--- src/rtl/l2_page_server.sv ---
// l2_page_server: answers icache page-fill requests by reading one 16-bit
// word at a time from backing memory and streaming the words back in order.
// Ports: clk, rst (async, active low)
//   l2_start/l2_page in; l2_busy/l2_launch/l2_ready/l2_data out
//   mem_req/mem_addr out; mem_ack/mem_rdata in
module l2_page_server #(
  parameter int WIDTH      = 32,
  parameter int PAGE_BYTES = 32
) (
  input  logic             clk,
  input  logic             rst,
  input  logic             l2_start,
  input  logic [WIDTH-1:0] l2_page,
  output logic             l2_busy,
  output logic             l2_launch,
  output logic             l2_ready,
  output logic [15:0]      l2_data,
  output logic             mem_req,
  output logic [WIDTH-1:0] mem_addr,
  input  logic             mem_ack,
  input  logic [15:0]      mem_rdata
);

  localparam int NW = PAGE_BYTES / 2;
  localparam int PB = $clog2(PAGE_BYTES);
  localparam int AW = $clog2(NW);

  typedef enum logic [2:0] {
    IDLE,
    LAUNCH,
    READ,
    DELIVER,
    LAST
  } state_t;

  state_t           state;
  state_t           nxt;
  logic [WIDTH-1:0] base;
  logic [AW-1:0]    wc;
  logic             last_wc;
  logic             take;

  assign last_wc  = (wc == AW'(NW - 1));
  assign take     = mem_req && mem_ack;
  // page is aligned, so adding the word offset never carries into base bits
  assign mem_addr = base + WIDTH'({wc, 1'b0});

  always_ff @(posedge clk or negedge rst) begin
    if (!rst) begin
      state <= IDLE;
    end else begin
      state <= nxt;
    end
  end

  // LAUNCH already drives the first read, so an ack there
  // skips straight to delivery for the 2-cycle start latency
  always_comb begin
    nxt = state;
    unique case (state)
      IDLE: begin
        if (l2_start) nxt = LAUNCH;
      end
      LAUNCH, READ: begin
        if (mem_ack) nxt = last_wc ? LAST : DELIVER;
        else         nxt = READ;
      end
      DELIVER: nxt = READ;
      LAST:    nxt = IDLE;
      default: nxt = IDLE;
    endcase
  end

  always_comb begin
    l2_busy   = (state != IDLE);
    l2_launch = (state == LAUNCH);
    l2_ready  = (state == DELIVER) || (state == LAST);
    mem_req   = (state == LAUNCH) || (state == READ);
  end

  always_ff @(posedge clk or negedge rst) begin
    if (!rst) begin
      base    <= '0;
      wc      <= '0;
      l2_data <= '0;
    end else begin
      if (state == IDLE && l2_start) begin
        base <= {l2_page[WIDTH-1:PB], {PB{1'b0}}};
        wc   <= '0;
      end
      if (take) l2_data <= mem_rdata;
      if (state == DELIVER) wc <= wc + 1'b1;
    end
  end

endmodule

--- config.mk ---
export PLATFORM = sky130hd
export DESIGN_NAME = l2_page_server
export DESIGN_NICKNAME = d
export VERILOG_FILES = /design/src/rtl/l2_page_server.sv
export SDC_FILE = /design/constraint.sdc
export NUM_CORES = 1
export LEC_CHECK = 0
export BUFFER_PORTS_ARGS = -buffer_cell sky130_fd_sc_hd__buf_2
export CAP_MARGIN = 20
export CORE_MARGIN = 2
export CORE_UTILIZATION = 49
export DETAILED_ROUTE_END_ITERATION = 12
export GPL_ROUTABILITY_DRIVEN = 0
export PLACE_DENSITY = 0.87
export SLEW_MARGIN = 15
export SYNTH_ARGS = -nofsm -noshare
export SYNTH_HDL_FRONTEND = slang
export SYNTH_SLANG_ARGS = --single-unit
--- constraint.sdc ---
create_clock -name clk -period 3.9 [get_ports clk]
set_input_delay 0 -clock clk [delete_from_list [all_inputs] [get_ports clk]]
set_output_delay 0 -clock clk [all_outputs]
set_load 0.01 [all_outputs]
# Word level (Yosys, flattened, before mapping)
# Index checks and enable logic that the tools add are counted.
# totals
register_bits	50
latchBits	0
ramBits	0
mem_bits_ro	0
in_bits	52
output_inout_bits	52
elab_cells	26
memories	0
# op_classes
add_sub_neg	2
mul	0
n_div	0
magnitude_cmp	0
eq_ne	6
shifts	0
muxes	6
bitwise_logic	0
n_reduce_logical	8
# op_table
cell	n
$add A32 B5 Y32	1
$mux W3	3
$pmux W3 S3	1
$mux W4	2
$eq A3 B2 Y1 const B	2
$add A4 B1 Y4 const B	1
$eq A4 B4 Y1 const B	1
$eq A3 B1 Y1 const B	1
$eq A3 B3 Y1 const B	1
$logic_not A3 Y1	1
$reduce_bool A3 Y1	1
$logic_and A1 B1 Y1	2
$logic_or A1 B1 Y1	2
$ne A2 B2 Y1 const B	1
$reduce_bool A2 Y1	1
$reduce_or A2 Y1	1

# Logic depth before layout (Yosys ltp)
# depth
ltp_word	4
ltp_mapped	6

# Worst setup path before layout
# No wires, ideal clock.
# synth_timing
path_type	register to register
start	register state[0]
end	register base[17]
setup_time_ns	0.127
t_arrival_ns	1.382
setup_slack_ns	2.390
path_stages_with_launch	6
path_buffers	3
period_less_slack_ns	1.510
path_cell_list	dfrtp_1 > buf_6 > nor4b_4 > buf_4 > buf_6 > mux2_1
# synth_via
elab_chain_cells	2
# synth_rtl
item	line_no	rtl
from (decl)	36	state_t state;
from (signal assigned)	52	state <= nxt;
$logic_not A3 Y1	87	if (state == IDLE && l2_start) begin
$logic_and A1 B1 Y1	87	
to (signal assigned)	88	base <= {l2_page[WIDTH-1:PB], {PB{1'b0}}};
to (decl)	38	logic [WIDTH-1:0] base;
# No other way between the ends.
# A chain may end at the register's enable or synchronous reset.

# Final worst setup path
# layout_timing
start	register state[2]
end	register base[15]
# The elaborated chain is that of the path after synthesis.

==> results.py <==
metrics = {
    "cells_and_area": {
        "syn2layout_area_growth_pct": 48.0,
        "drive_above_1_share": 0.531,
        "antennaDiodeCount": 0,
        "final_cell_mix": "96 x buf_2, 50 x dfrtp_1, 45 x dlygate4sd3_1, 26 x mux2_2, 9 x mux2_1",
        "nNetsFinal": 328,
        "final_area_mm2": 0.00309,
        "final_common_cell": "buf_2",
    },
    "run": {
        "maxCapViolCount": 0,
    },
    "min_path": {
        "hp-start": "l2_start",
        "min_path_type": "primary input to flip-flop",
        "hold_end": "wc[0]",
        "holdPathStages": 4,
    },
    "clocking": {
        "clk_pin_slew_ns": 0.08,
        "h-tree-depth": 2,
        "postCtsSetupBuffers": 0,
        "cts_root_buf": "clkbuf_8",
        "clockBufferDepth": 2,
        "clkLatencyLatePin_ns": 0.30,
        "cts_tree": "done",
        "numCtsBuffers": 5,
        "cts.sinks": 50,
    },
    "global_routing": {
        "grt_pass1_vias": 1858,
        "grt_first_pass_wirelength_um": 8530,
        "grt_max_degree": 51,
        "antenna_found_initial": 0,
        "grt_overflow_total": 0,
        "grtUsageTotal": 0.225,
    },
    "setup_path": {
        "end_kind": "flip-flop",
        "path_cells": "nor4b_4 -> buf_4 -> mux2_2",
        "path_delay_family": "simple AND/OR/NAND/NOR gates",
        "worstReg2RegStart": "state[2]",
        "worstReg2RegEnd": "base[15]",
        "slowest_stage": "nor4b_4",
        "slowest_delay_ns": 0.67,
        "cp_num_buf_inv": 1,
        "critical_path_peak_fanout": 20,
        "reg2reg_depth": 3,
        "path_class": "flip-flop to flip-flop",
        "rrSetupSlack_ns": 1.83,
        "start_kind": "flip-flop",
        "required_ns": 4.09,
        "critPathArrivalTime_ns": 2.26,
    },
    "floorplan": {
        "core_mm2": 0.00406,
        "pin_count": 104,
        "die_height_um": 69.3,
        "start_util": 0.515,
        "die_w_um": 69.3,
        "die_area_mm2": 0.00480,
        "rows": 23,
    },
    "pwr": {
        "combPwrFrac": 0.425,
        "ir_drop_uv": 409,
        "swShare": 0.345,
        "power_density_mw_per_mm2": 682,
        "clkPwrFrac": 0.134,
        "p_leak_uw": 0.00153,
        "intPower_uw": 1380,
        "seqPwrFrac": 0.442,
        "p_switching_uw": 729,
    },
    "synthesis": {
        "synth.avg_cell_area_um2": 15.7,
        "yosys_warnings": 0,
        "synth_fp_nets": 186,
        "synthTopCellsByArea": "dfrtp_1 60%, mux2_2 14%, mux2_4 5.7%",
        "synth_top_area_frac": 0.599,
        "seq_area_frac_synth": 0.599,
        "yosysTopAreaCell": "dfrtp_1",
        "ys_seq_elements": 50,
        "synth_cell_types": 31,
        "synth_cells": 133,
        "syn_area_mm2": 0.00209,
    },
    "sta": {
        "post-route-period-util": 0.532,
        "slew_headroom": 0.577,
        "drv_slew": 0,
        "layout_min_cycle_time_ns": 2.07,
        "setup_violations": 0,
        "fin_tns_setup_ns": 0,
        "rsz0062_at_grt": "no",
        "clock.fmax_ghz": 0.482,
        "clock-skew-final_ns": 0.00536,
        "worst_slew_pin_slew_ns": 0.631,
        "hold_viol": 0,
    },
    "drt": {
        "drt_iter0_markers": 105,
        "drt_wl_total_um": 4940,
        "vias_per_cell": 5.00,
        "first_pass_iters": 4,
        "vias": 1625,
        "wire_per_inst_um": 15.2,
        "drcViolationCount": 0,
        "drtAntennaViolNets": 0,
    },
    "placed_design": {
        "port_buffers": 97,
        "post_dp_cell_area_mm2": 0.00256,
        "hpwl_um": 2980,
    },
    "outcome": {
        "status": "complete, no violations",
    },
}
final cells by class:
cell class | count | area, um^2
Clock buffer | 7 | 76.3
Fill cell | 254 | 966
Multi-Input combinational cell | 74 | 748
Sequential cell | 50 | 1250
Tap cell | 50 | 62.6
Timing Repair Buffer | 144 | 953
power groups by stage:
stage / Combinational (uW) / Sequential, uW / Clock (uW)
final: 896 / 932 / 282
after global routing: 971 / 971 / 308
after CTS: 897 / 926 / 292
after detailed placement: 861 / 932 / 0
after global placement: 832 / 917 / 0
after floorplan: 434 / 1030 / 0
metal layers:
metal,track usage,part of all wire
met5,0,0
met4,0.0937,0.026
met3,0.0712,0.062
met2,0.392,0.51
met1,0.253,0.40
flip-flops by register name, indices dropped and copies added, names as in the netlist:
name and cells:
base 27, l2_data 16, state 3, wc 4
what timing repair did:
action                                 4_1_cts  5_1_grt
endpoints found under the hold margin       94        0
gates resized for setup                      0        0
hold buffers                                45        0
cells by family after synthesis:
family | after synthesis | share of synthesized area
other | 1 | 0.00179
buffers and inverters | 9 | 0.0431
adders and majority gates | 1 | 0.00599
DFF | 50 | 0.599
muxes | 44 | 0.251
xor gates and xnor gates | 1 | 0.00779
AOI/OAI and AO/OA | 8 | 0.0269
and+or+nand+nor | 19 | 0.0647
how the worst max path moves through the flow:
stage | start | endpoint | slack [ns] | cells after the start
floorplan | state[0] | base[17] | 2.39 | 5
global placement | state[2] | base[8] | 1.87 | 3
detailed placement | state[2] | base[15] | 1.82 | 3
CTS | state[2] | base[11] | 1.81 | 3
global route | state[2] | base[14] | 1.69 | 3
finish | state[2] | base[15] | 1.83 | 3
cells in the mapped netlist (all sizes together):
master / number
dfrtp: 50
conb: 1
nor2: 5
nand2: 1
buf: 9
nor4b: 1
nand3: 2
and3: 1
a21oi: 3
o21a: 1
ha: 1
and2: 1
a21o: 1
nand4: 2
nand2b: 1
mux2i: 1
mux2: 43
a311oi: 1
xnor2: 1
nor3b: 2
or3: 1
a31o: 1
or3b: 1
o22a: 1
and3b: 1
worst reg2reg max path, stage by stage, from the launching register on:
cell	delay, ns
dfrtp_1	0.53
nor4b_4	0.67
buf_4	0.39
mux2_2	0.38
through the flow:
stage          setup slack (ns)  utilization  instances  hold WS [ns]  total power, uW
2_1_floorplan              2.39            -        133        -0.296             1460
3_3_place_gp               1.87        0.632        273         0.210             1750
3_5_place_dp               1.82        0.632        273         0.214             1790
4_1_cts                    1.81        0.761        325         0.200             2110
5_1_grt                    1.69        0.762        325         0.226             2250
6_report                   1.83        0.762        325         0.208             2110
Power figures use the tool's default switching activity.
